==> config.mk <==
export PLATFORM = sky130hd
export DESIGN_NAME = ntt_bitrev_loader_flat
export DESIGN_NICKNAME = d
export VERILOG_FILES = /design/src/rtl/ntt_bitrev_loader_if.sv /design/src/rtl/ntt_bitrev_loader.sv /design/src/flat_wrapper.sv
export SDC_FILE = /design/constraint.sdc
export NUM_CORES = 1
export LEC_CHECK = 0
export CAP_MARGIN = 40
export CORE_ASPECT_RATIO = 0.75
export CORE_MARGIN = 3
export CORE_UTILIZATION = 60
export CTS_CLUSTER_DIAMETER = 50
export CTS_CLUSTER_SIZE = 16
export DETAILED_ROUTE_END_ITERATION = 8
export DONT_BUFFER_PORTS = 1
export PLACE_DENSITY_LB_ADDON = 0.05
export SETUP_SLACK_MARGIN = 0.15
export SLEW_MARGIN = 30
export SYNTH_ARGS = -nofsm -noshare
export SYNTH_HDL_FRONTEND = slang
export SYNTH_SLANG_ARGS = --single-unit
==> constraint.sdc <==
create_clock -name clk -period 5.7 [get_ports clk]
set_input_delay 1.71 -clock clk [delete_from_list [all_inputs] [get_ports clk]]
set_output_delay 1.71 -clock clk [all_outputs]
set_load 0.005 [all_outputs]
==> src/rtl/ntt_bitrev_loader_if.sv <==
// Handshake bundle between the NTT input stager and its neighbours:
// word input on the in_* side and coefficient stream on the out_* side.
interface ntt_bitrev_loader_if;
    logic        in_valid;
    logic        in_ready;
    logic [63:0] data_in;
    logic        out_valid;
    logic        out_ready;
    logic [7:0]  out_coeff;
    logic [2:0]  out_idx;
    logic        out_last;

    modport master (
        output in_valid, data_in, out_ready,
        input  in_ready, out_valid, out_coeff, out_idx, out_last
    );

    modport slave (
        input  in_valid, data_in, out_ready,
        output in_ready, out_valid, out_coeff, out_idx, out_last
    );
endinterface

==> src/rtl/ntt_bitrev_loader.sv <==
// Ping-pong staging of 8x8-bit coefficient words, stored in bit-reversed lane
// positions and streamed one coefficient (mod Q) per beat to the butterfly stage.
module ntt_bitrev_loader #(
    parameter int unsigned Q      = 17,
    parameter bit          BITREV = 1'b1
) (
    input  logic                 clk,
    input  logic                 rst_n,
    ntt_bitrev_loader_if.slave   bus
);
    localparam int unsigned LANES = 8;
    localparam int unsigned CW    = 8;
    localparam int unsigned IW    = 3;
    localparam int unsigned RW    = 9;

    logic [CW-1:0] bank_q [2][LANES];
    logic [CW-1:0] bank_d [2][LANES];
    logic [1:0]    full_q, full_d;
    logic          wr_bank_q, wr_bank_d;
    logic          rd_bank_q, rd_bank_d;
    logic [IW-1:0] cnt_q, cnt_d;
    logic          accept_c;
    logic          beat_c;
    logic [CW-1:0] cur_c;

    function automatic logic [IW-1:0] bitrev3(input logic [IW-1:0] i);
        return {i[0], i[1], i[2]};
    endfunction

    // Handshake outputs come straight from registered state only.
    assign bus.in_ready  = ~full_q[wr_bank_q];
    assign bus.out_valid = full_q[rd_bank_q];
    assign cur_c         = bank_q[rd_bank_q][cnt_q];
    assign bus.out_coeff = CW'({1'b0, cur_c} % RW'(Q));
    assign bus.out_idx   = cnt_q;
    assign bus.out_last  = full_q[rd_bank_q] && (cnt_q == IW'(LANES - 1));

    assign accept_c = bus.in_valid && !full_q[wr_bank_q];
    assign beat_c   = full_q[rd_bank_q] && bus.out_ready;

    // Write and drain always hit different banks: the write bank is empty when accepting.
    always_comb begin
        bank_d    = bank_q;
        full_d    = full_q;
        wr_bank_d = wr_bank_q;
        rd_bank_d = rd_bank_q;
        cnt_d     = cnt_q;
        if (accept_c) begin
            for (int i = 0; i < int'(LANES); i++) begin
                bank_d[wr_bank_q][BITREV ? bitrev3(IW'(i)) : IW'(i)] = bus.data_in[CW*i +: CW];
            end
            full_d[wr_bank_q] = 1'b1;
            wr_bank_d         = ~wr_bank_q;
        end
        if (beat_c) begin
            if (cnt_q == IW'(LANES - 1)) begin
                cnt_d             = '0;
                full_d[rd_bank_q] = 1'b0;
                rd_bank_d         = ~rd_bank_q;
            end else begin
                cnt_d = cnt_q + IW'(1);
            end
        end
    end

    always_ff @(posedge clk or negedge rst_n) begin
        if (!rst_n) begin
            bank_q    <= '{default: '0};
            full_q    <= '0;
            wr_bank_q <= 1'b0;
            rd_bank_q <= 1'b0;
            cnt_q     <= '0;
        end else begin
            bank_q    <= bank_d;
            full_q    <= full_d;
            wr_bank_q <= wr_bank_d;
            rd_bank_q <= rd_bank_d;
            cnt_q     <= cnt_d;
        end
    end
endmodule

==> src/flat_wrapper.sv <==
// flat-port wrapper written by rule: the top's interface ports become plain ports
module ntt_bitrev_loader_flat 
#(
    parameter int unsigned Q      = 17,
    parameter bit          BITREV = 1'b1
)
  (clk, rst_n, bus_in_valid, bus_data_in, bus_out_ready, bus_in_ready, bus_out_valid, bus_out_coeff, bus_out_idx, bus_out_last);
  ntt_bitrev_loader_if bus_i ();
  input  logic clk;
  input  logic rst_n;
  input wire logic [$bits(bus_i.in_valid)-1:0] bus_in_valid;
  input wire logic [$bits(bus_i.data_in)-1:0] bus_data_in;
  input wire logic [$bits(bus_i.out_ready)-1:0] bus_out_ready;
  output wire logic [$bits(bus_i.in_ready)-1:0] bus_in_ready;
  output wire logic [$bits(bus_i.out_valid)-1:0] bus_out_valid;
  output wire logic [$bits(bus_i.out_coeff)-1:0] bus_out_coeff;
  output wire logic [$bits(bus_i.out_idx)-1:0] bus_out_idx;
  output wire logic [$bits(bus_i.out_last)-1:0] bus_out_last;
  assign bus_i.in_valid = bus_in_valid;
  assign bus_i.data_in = bus_data_in;
  assign bus_i.out_ready = bus_out_ready;
  assign bus_in_ready = bus_i.in_ready;
  assign bus_out_valid = bus_i.out_valid;
  assign bus_out_coeff = bus_i.out_coeff;
  assign bus_out_idx = bus_i.out_idx;
  assign bus_out_last = bus_i.out_last;
  ntt_bitrev_loader #(.Q(Q), .BITREV(BITREV)) u_core (.clk(clk), .rst_n(rst_n), .bus(bus_i));
endmodule
# Yosys cells after proc, flatten, opt, wreduce, memory -nomap -nowiden
# Cells that the tools add are included.
dict set report word_totals {
  register_bits 135
  inputBits 68
  out_inout_bits 14
  elab_cells 90
}
dict set report classes {
  addsub 1
  n_div 1
  n_lt_le_gt_ge 8
  n_eq_ne 1
  mux 42
  bitwise_logic 9
  n_reduce_logical 8
}
# cell count
set ops {}
lappend ops {{128-bit bitwise mux} 8}
lappend ops {{64-bit demux with 1-bit select} 8}
lappend ops {{64-bit 2-to-1 mux} 4}
lappend ops {{56-bit 2-to-1 mux} 1}
lappend ops {{48-bit 2-to-1 mux} 1}
lappend ops {{40-bit 2-to-1 mux} 1}
lappend ops {{32-bit 2-to-1 mux} 1}
lappend ops {{8-bit binary-select mux with 3-bit select} 1}
lappend ops {{24-bit 2-to-1 mux} 1}
lappend ops {{8-bit 2-to-1 mux} 3}
lappend ops {{16-bit 2-to-1 mux} 1}
lappend ops {{8-bit by 5-bit modulo with 9-bit output (second input constant)} 1}
lappend ops {{1-bit logical AND} 6}
lappend ops {{1-bit 2-to-1 mux} 6}
lappend ops {{2-bit 2-to-1 mux} 3}
lappend ops {{2-bit >= comparator (second input constant)} 2}
lappend ops {{4-bit >= comparator (second input constant)} 1}
lappend ops {{1-bit by 2-bit less-than comparator with 1-bit output (second input constant)} 2}
lappend ops {{1-bit inverter with 2-bit output} 2}
lappend ops {{3-bit inverter with 4-bit output} 1}
lappend ops {{3-bit by 1-bit adder with 3-bit output (second input constant)} 1}
lappend ops {{3-bit == test (second input constant)} 1}
lappend ops {{3-bit 2-to-1 mux} 1}
lappend ops {{1-bit inverter} 3}
lappend ops {{8 further kinds} 10}

# Longest topological paths before layout
# Gate-level depths: netlist of run 1.
dict set report depth {
  word_depth 13
  depth_mapped 16
}

# Least setup slack after synthesis of run 1
# No wires, ideal clock.
dict set report synth_timing {
  path_type {register -> output}
  startpoint {register u_core.rd_bank_q}
  endpoint {output port bus_out_coeff[2]}
  t_arrival_ps 3692
  slack_ps 298
  stages_incl_launch_ff 15
  n_path_buf 2
  path_cell_list {dfrtp_1 buf_6 buf_6 mux4_2 nand3_1 nand4_1 nor2_1 a211oi_1 or2_2 ha_1 or3_1 a221o_1 a211oi_4 o31ai_1 a21oi_1}
}
dict set report synth_via {
  elab_chain_len 8
}
# item line_no
set synth_rtl {}
lappend synth_rtl {{from (decl)} ntt_bitrev_loader.sv:20} ;# logic rd_bank_q, rd_bank_d;
lappend synth_rtl {{from (signal assigned)} ntt_bitrev_loader.sv:77} ;# rd_bank_q <= rd_bank_d;
lappend synth_rtl {{1-bit inverter with 2-bit output (not written as such)} ntt_bitrev_loader.sv:33} ;# assign cur_c = bank_q[rd_bank_q][cnt_q];
lappend synth_rtl {{64-bit 2-to-1 mux (not written as such) (3 in a row)} ntt_bitrev_loader.sv:33}
lappend synth_rtl {{8-bit binary-select mux with 3-bit select} ntt_bitrev_loader.sv:33}
lappend synth_rtl {{8-bit 2-to-1 mux (not written as such) (2 in a row)} ntt_bitrev_loader.sv:33}
lappend synth_rtl {{8-bit by 5-bit modulo with 9-bit output} ntt_bitrev_loader.sv:34} ;# assign bus.out_coeff = CW'({1'b0, cur_c} % RW'(Q));
lappend synth_rtl {{to (decl)} flat_wrapper.sv:16} ;# output wire logic [$bits(bus_i.out_coeff)-1:0] bus_out_coeff;
# Every way passes these cells. The select of a mux whose other input is x is not followed.

# Worst setup path in the final report of run 1
dict set report layout_timing {
  startpoint {register u_core.cnt_q[0], in the netlist u_core.bus.out_idx[0]}
  endpoint {output port bus_out_coeff[3]}
}
dict set report layout_via {
  elab_chain_len 5
}
# item line_no
set layout_rtl {}
lappend layout_rtl {{from (decl)} ntt_bitrev_loader.sv:21} ;# logic [IW-1:0] cnt_q, cnt_d;
lappend layout_rtl {{from (signal assigned)} ntt_bitrev_loader.sv:78} ;# cnt_q <= cnt_d;
lappend layout_rtl {{3-bit inverter with 4-bit output (not written as such)} ntt_bitrev_loader.sv:33}
lappend layout_rtl {{8-bit binary-select mux with 3-bit select} ntt_bitrev_loader.sv:33}
lappend layout_rtl {{8-bit 2-to-1 mux (not written as such) (2 in a row)} ntt_bitrev_loader.sv:33}
lappend layout_rtl {{8-bit by 5-bit modulo with 9-bit output} ntt_bitrev_loader.sv:34}
# Every way passes these cells. The select of a mux whose other input is x is not followed.

==> results.yml, run 1 <==
critical_path:
  r2r-start: "u_core.wr_bank_q"
  slowest_delay_ns: 0.54
  worstSetupEndpointType: "primary output"
  rrSetupSlack_ns: 3.88
  required_ns: 3.99
  path_class: "reg2out"
  critical_path.top_delay_family: "compound AO/OA/AOI/OAI gates"
  slowest_stage: "mux4_2"
  crit_start: "u_core.bus.out_idx[0]"
  cp_max_fo: 7
  cp_cell_sequence: "buf_6, mux4_2, mux2_4, nand3_4, a211oi_4, o21a_1, or2_4, ha_4, or3_1, a221o_1, a211oi_4, o21ai_1, mux2i_1, buf_4"
  cp-start-kind: "flip-flop"
  arrival_ns: 4.18
  crit_path_frequent_cell: "a211oi_4"
  crit_buf_inv: 2
yosys:
  synth_area_leaders: "dfrtp_1 49%, mux2_2 22%, mux4_2 11%"
  syn_avg_cell_area_um2: 14.0
  synth_cell_types: 62
  synth_edf_count: 0
  netlist_area_um2: 6900
  ys_async_sr_fraction: 1.00
  yosysWarningCount: 0
  ys_ff_latch: 135
  synth_top_area_frac: 0.489
  ys_seq_area_frac: 0.489
  synth_cells: 492
  synth_top_area_cell: "dfrtp_1"
  synth_nets: 566
  ys.flop_type: "dfrtp_1"
routing:
  drt_iter0_markers: 372
  vias: 4420
  wirelength_mm: 15.8
  first_pass_iters: 7
  ant_nets: 0
  routedWlPerCell_um: 23.1
  via_per_inst: 6.47
  drc_errors: 0
layout:
  final_nets: 604
  n_fill_cell: 701
  drive_above_1_share: 0.543
  diodes: 0
  area_growth_pct: 18.4
timing:
  relSlewSlack: 0.664
  fin_hold_ws_ns: 0.501
  final-setup-viol-count: 8
  hold_viol: 0
  post-route-min-period_ns: 5.89
  rsz0062_at_grt: "yes"
  skew_ns: 0.00659
  max_freq_mhz: 170
  drv_slew: 0
  finalCritPeriodShare: 1.03
  worstMarginPinSlew_ns: 0.491
  setup_slack_ns: -0.195
cts:
  clkSinkCount: 135
  ctsHtreeMaxLevel: 4
  cts_tree: "yes"
  cts-root-buf: "clkbuf_16"
  clock_latency_ns: 0.42
  clk_pin_slew_ns: 0.06
  hold_buffers: 0
  cts_buffers: 17
  clock_path_buffers: 2
global_routing:
  grt_first_pass_wirelength_mm: 25.6
  gr-total-overflow: 0
  antenna_found_initial: 0
  grt_max_degree: 136
  grt_pass1_vias: 4716
  grt_util_all_layers: 0.260
die:
  die_area_um2: 12800
  start_util: 0.624
  io_pins: 82
  die_h_um: 98.9
  core_um2: 11100
  row_count: 33
  fp.dieW_um: 130
min_path:
  min-delay-start: "u_core.bank_q[71]"
  hold_path.class: "reg2reg"
placement:
  place_hpwl_mm: 10.4
  pre_cts_ws_ns: 0.0281
  gp_congestion: 0.926
  io_buffers: 0
outcome:
  status: "finished, violations left"
  violations: "setup timing"
flow_run:
  max_cap_violations: 0
## per-layer routing
layer	global-route usage	share of wire	wire length, µm	up-vias
met3	0.0948	0.066	1050	28
met2	0.404	0.48	7600	135
met5	0	0	0	-
met4	0.0671	0.016	260	0
met1	0.353	0.43	6850	2303
li1	-	-	-	1954
## final timing paths
check | depth (start not counted) | to
worst max register to register | 4 | u_core.bank_q[74]
min in group asynchronous | 0 | u_core.bank_q[44]
worst min register to register | 1 | u_core.bank_q[71]
worst max-delay path | 14 | bus_out_coeff[3]
worst min-delay path | 1 | u_core.bank_q[71]
max in group asynchronous | 0 | u_core.bank_q[73]
## registers in the layout, summed over array words and instances, names as in the netlist
register            flops
u_core.bank_q         128
u_core.bus.out_idx      3
u_core.full_q           2
u_core.wr_bank_q        1
u_core.rd_bank_q        1
## placed cells by master, fill, tap and decap left out, drive strengths merged, types with 3 or more instances in the layout
master    instances
mux2            135
dfrtp           135
buf              48
mux4             34
nand2            25
clkbuf           18
nand3            11
inv              11
o21ai            10
nor3              9
a21oi             9
nor2              9
nand4             7
a211oi            7
ha                6
mux2i             6
and4              5
a21o              4
clkinvlp          4
or2               4
xnor2             3
o211ai            3
nor3b             3
## area by class of cell
class	count	area (µm²)	share of cell area
Tap cell	140	175	0.0214
Clock inverter	14	161	0.0197
Multi-Input combinational cell	323	3530	0.432
Inverter	4	15.0	0.00184
Sequential cell	135	3380	0.414
Timing Repair Buffer	49	482	0.0589
Clock buffer	18	429	0.0525
## worst register-to-register path, cell delays in order, from the launching register on
cell and delay [ns]:
dfrtp_1 0.44, nor3b_2 0.20, buf_4 0.35, buf_16 0.29, mux2_2 0.41
## timing repair
item | in CTS | in global routing
gates cloned | 1 | 0
buffers inserted | 13 | 8
resized for setup | 23 | 23
endpoints found under the setup margin | 8 | 8
pin swaps | 12 | 15
## cells in the mapped netlist (2+ instances only)
cell type    n
a211oi_1     3
inv_1        3
nand3b_1     2
nand2b_1     2
nor2b_1      2
a31oi_1      2
o21a_1       2
nand3_2      2
xnor2_1      3
nor3b_1      2
mux2_2     134
mux4_2      34
a211oi_2     3
nand3_1      9
and4_1       5
ha_1         6
o211ai_1     2
nor3_1       8
o31ai_1      2
buf_6        5
or3_1        2
a21oi_1      8
nand2_1     25
nand4_1      7
nor2_1       9
dfrtp_1    135
o21ai_1      4
or2_1        2
or2_2        2
o21ai_0      6
buf_2        7
mux2i_1      6
a21o_1       4
clkbuf_1    16
## kinds of logic after synthesis
logic type,after synthesis,synth area share
xor gates and xnor gates,3,0.00381
DFF,135,0.489
adders and majority gates,6,0.0109
muxes,175,0.340
buffers and inverters,34,0.0257
AOI/OAI and AO/OA,51,0.0562
and+or+nand+nor,88,0.0741
## through the flow
step / util / cells / instance area (µm²) / TNS (ns)
after floorplan: - / 492 / 6900 / 0
after global placement: 0.645 / 627 / 7140 / 0
after detailed placement: 0.649 / 629 / 7180 / 0
after CTS: 0.725 / 675 / 8020 / -0.735
after global routing: 0.739 / 683 / 8180 / -2.34
final: 0.739 / 683 / 8180 / -1.01
Power of run 1 is not shown: default switching activity piles up to over one toggle a cycle in this logic, so the estimate is an artifact.
==> run 2: changes to the inputs <==
Settings changed: SKIP_CTS_REPAIR_TIMING from default to 1.
==> results.yml, run 2 (synthesis results as in run 1) <==
outcome:
  violations: "setup timing"
  status: "finished, violations left"
layout:
  mostFrequentLayoutCells: "132 x mux2_2, 132 x dfrtp_1, 37 x buf_4"
  area_growth_pct: 17.0
  largest_reg_flops: 128
  final_util: 0.730
  n_fill_cell: 712
  regMostFlops: "u_core.bank_q"
  drive_above_1_share: 0.521
  diodes: 0
  final_nets: 602
critical_path:
  crit_path_frequent_cell: "mux2i_1"
  reg2reg_to: "u_core.bank_q[74]"
  r2r-start: "u_core.wr_bank_q"
  rrSetupSlack_ns: 3.88
  path_class: "reg2out"
  cp_max_fo: 8
  path_depth: 14
  critical_path.top_delay_family: "multiplexers"
  crit_start: "u_core.bus.out_idx[0]"
  endpoint: "bus_out_coeff[1]"
  required_ns: 3.99
  worstSetupEndpointType: "primary output"
  arrival_ns: 4.20
  slowest_delay_ns: 0.54
  slowest_stage: "mux4_2"
  crit_buf_inv: 2
  cp_cell_sequence: "buf_6, mux4_2, mux2i_1, and3_1, nor4_2, o21a_1, or2_4, ha_4, or3_1, a221o_1, a211oi_4, buf_4, nor3_4, mux2i_1"
  r2r_cells: 4
  cp-start-kind: "flip-flop"
timing:
  max_freq_mhz: 169
  setup_slack_ns: -0.209
  rsz0062_at_grt: "yes"
  finalCritPeriodShare: 1.04
  post-route-min-period_ns: 5.91
  hold_viol: 0
  drv_slew: 0
  skew_ns: 0.00756
  worstMarginPinSlew_ns: 0.478
  final-setup-viol-count: 8
  relSlewSlack: 0.673
global_routing:
  grt_util_all_layers: 0.251
  grt_max_degree: 136
  grt_pass1_vias: 4582
  grt_first_pass_wirelength_mm: 24.6
  antenna_found_initial: 0
  gr-total-overflow: 0
cts:
  clk_pin_slew_ns: 0.07
  cts_tree: "yes"
  ctsHtreeMaxLevel: 4
  clkSinkCount: 135
  cts_buffers: 17
  cts-root-buf: "clkbuf_16"
  clock_path_buffers: 2
  clock_latency_ns: 0.42
routing:
  ant_nets: 0
  wirelength_mm: 15.4
  via_per_inst: 6.44
  vias: 4389
  drt_iter0_markers: 371
  drc_errors: 0
  first_pass_iters: 5
  routedWlPerCell_um: 22.7
die:
  io_pins: 82
  row_count: 33
  start_util: 0.624
  die_area_um2: 12800
  die_h_um: 98.9
  fp.dieW_um: 130
  core_um2: 11100
placement:
  pre_cts_ws_ns: 0.0281
  place_hpwl_mm: 10.4
  gp_congestion: 0.926
  io_buffers: 0
min_path:
  hold_path.class: "reg2reg"
  min-delay-start: "u_core.bank_q[32]"
flow_run:
  max_cap_violations: 0
run 2: worst min-delay path by stage:
stage,to,depth (start not counted)
after CTS,u_core.bank_q[18],1
after detailed placement,u_core.bank_q[63],1
final,u_core.bank_q[32],1
after floorplan,u_core.bank_q[11],1
after global placement,u_core.bank_q[13],1
after global routing,u_core.bank_q[46],1
run 2: metal layers:
layer | routed length (µm) | track usage
met5 | 0 | 0
met4 | 147 | 0.0711
met3 | 1120 | 0.0921
met2 | 7450 | 0.383
met1 | 6720 | 0.342
run 2: area by class of cell:
cell class	instances	area (µm²)	area share
timing repair buffer	47	455	0.0564
tap	140	175	0.0217
multi-input combinational	323	3460	0.428
clock buffer	18	429	0.0531
inverter	4	15.0	0.00186
sequential	135	3380	0.419
clock inverter	14	161	0.0200
run 2: per-stage QoR:
stage	hold WS (ns)	setup TNS [ns]	instances	cell area, µm²
floorplan	0.474	0	492	6900
global placement	0.482	0	627	7140
detailed placement	0.491	0	629	7180
CTS	0.507	-3.07	661	7770
global route	0.518	-2.42	681	8080
finish	0.505	-1.29	681	8080
run 2: worst reg2reg max path, stage by stage, from the launching register on:
cell and delay, ns:
dfrtp_1 0.44, nor3b_2 0.20, buf_4 0.36, buf_16 0.28, mux2_2 0.42
Power of run 2 is left out for the same reason.
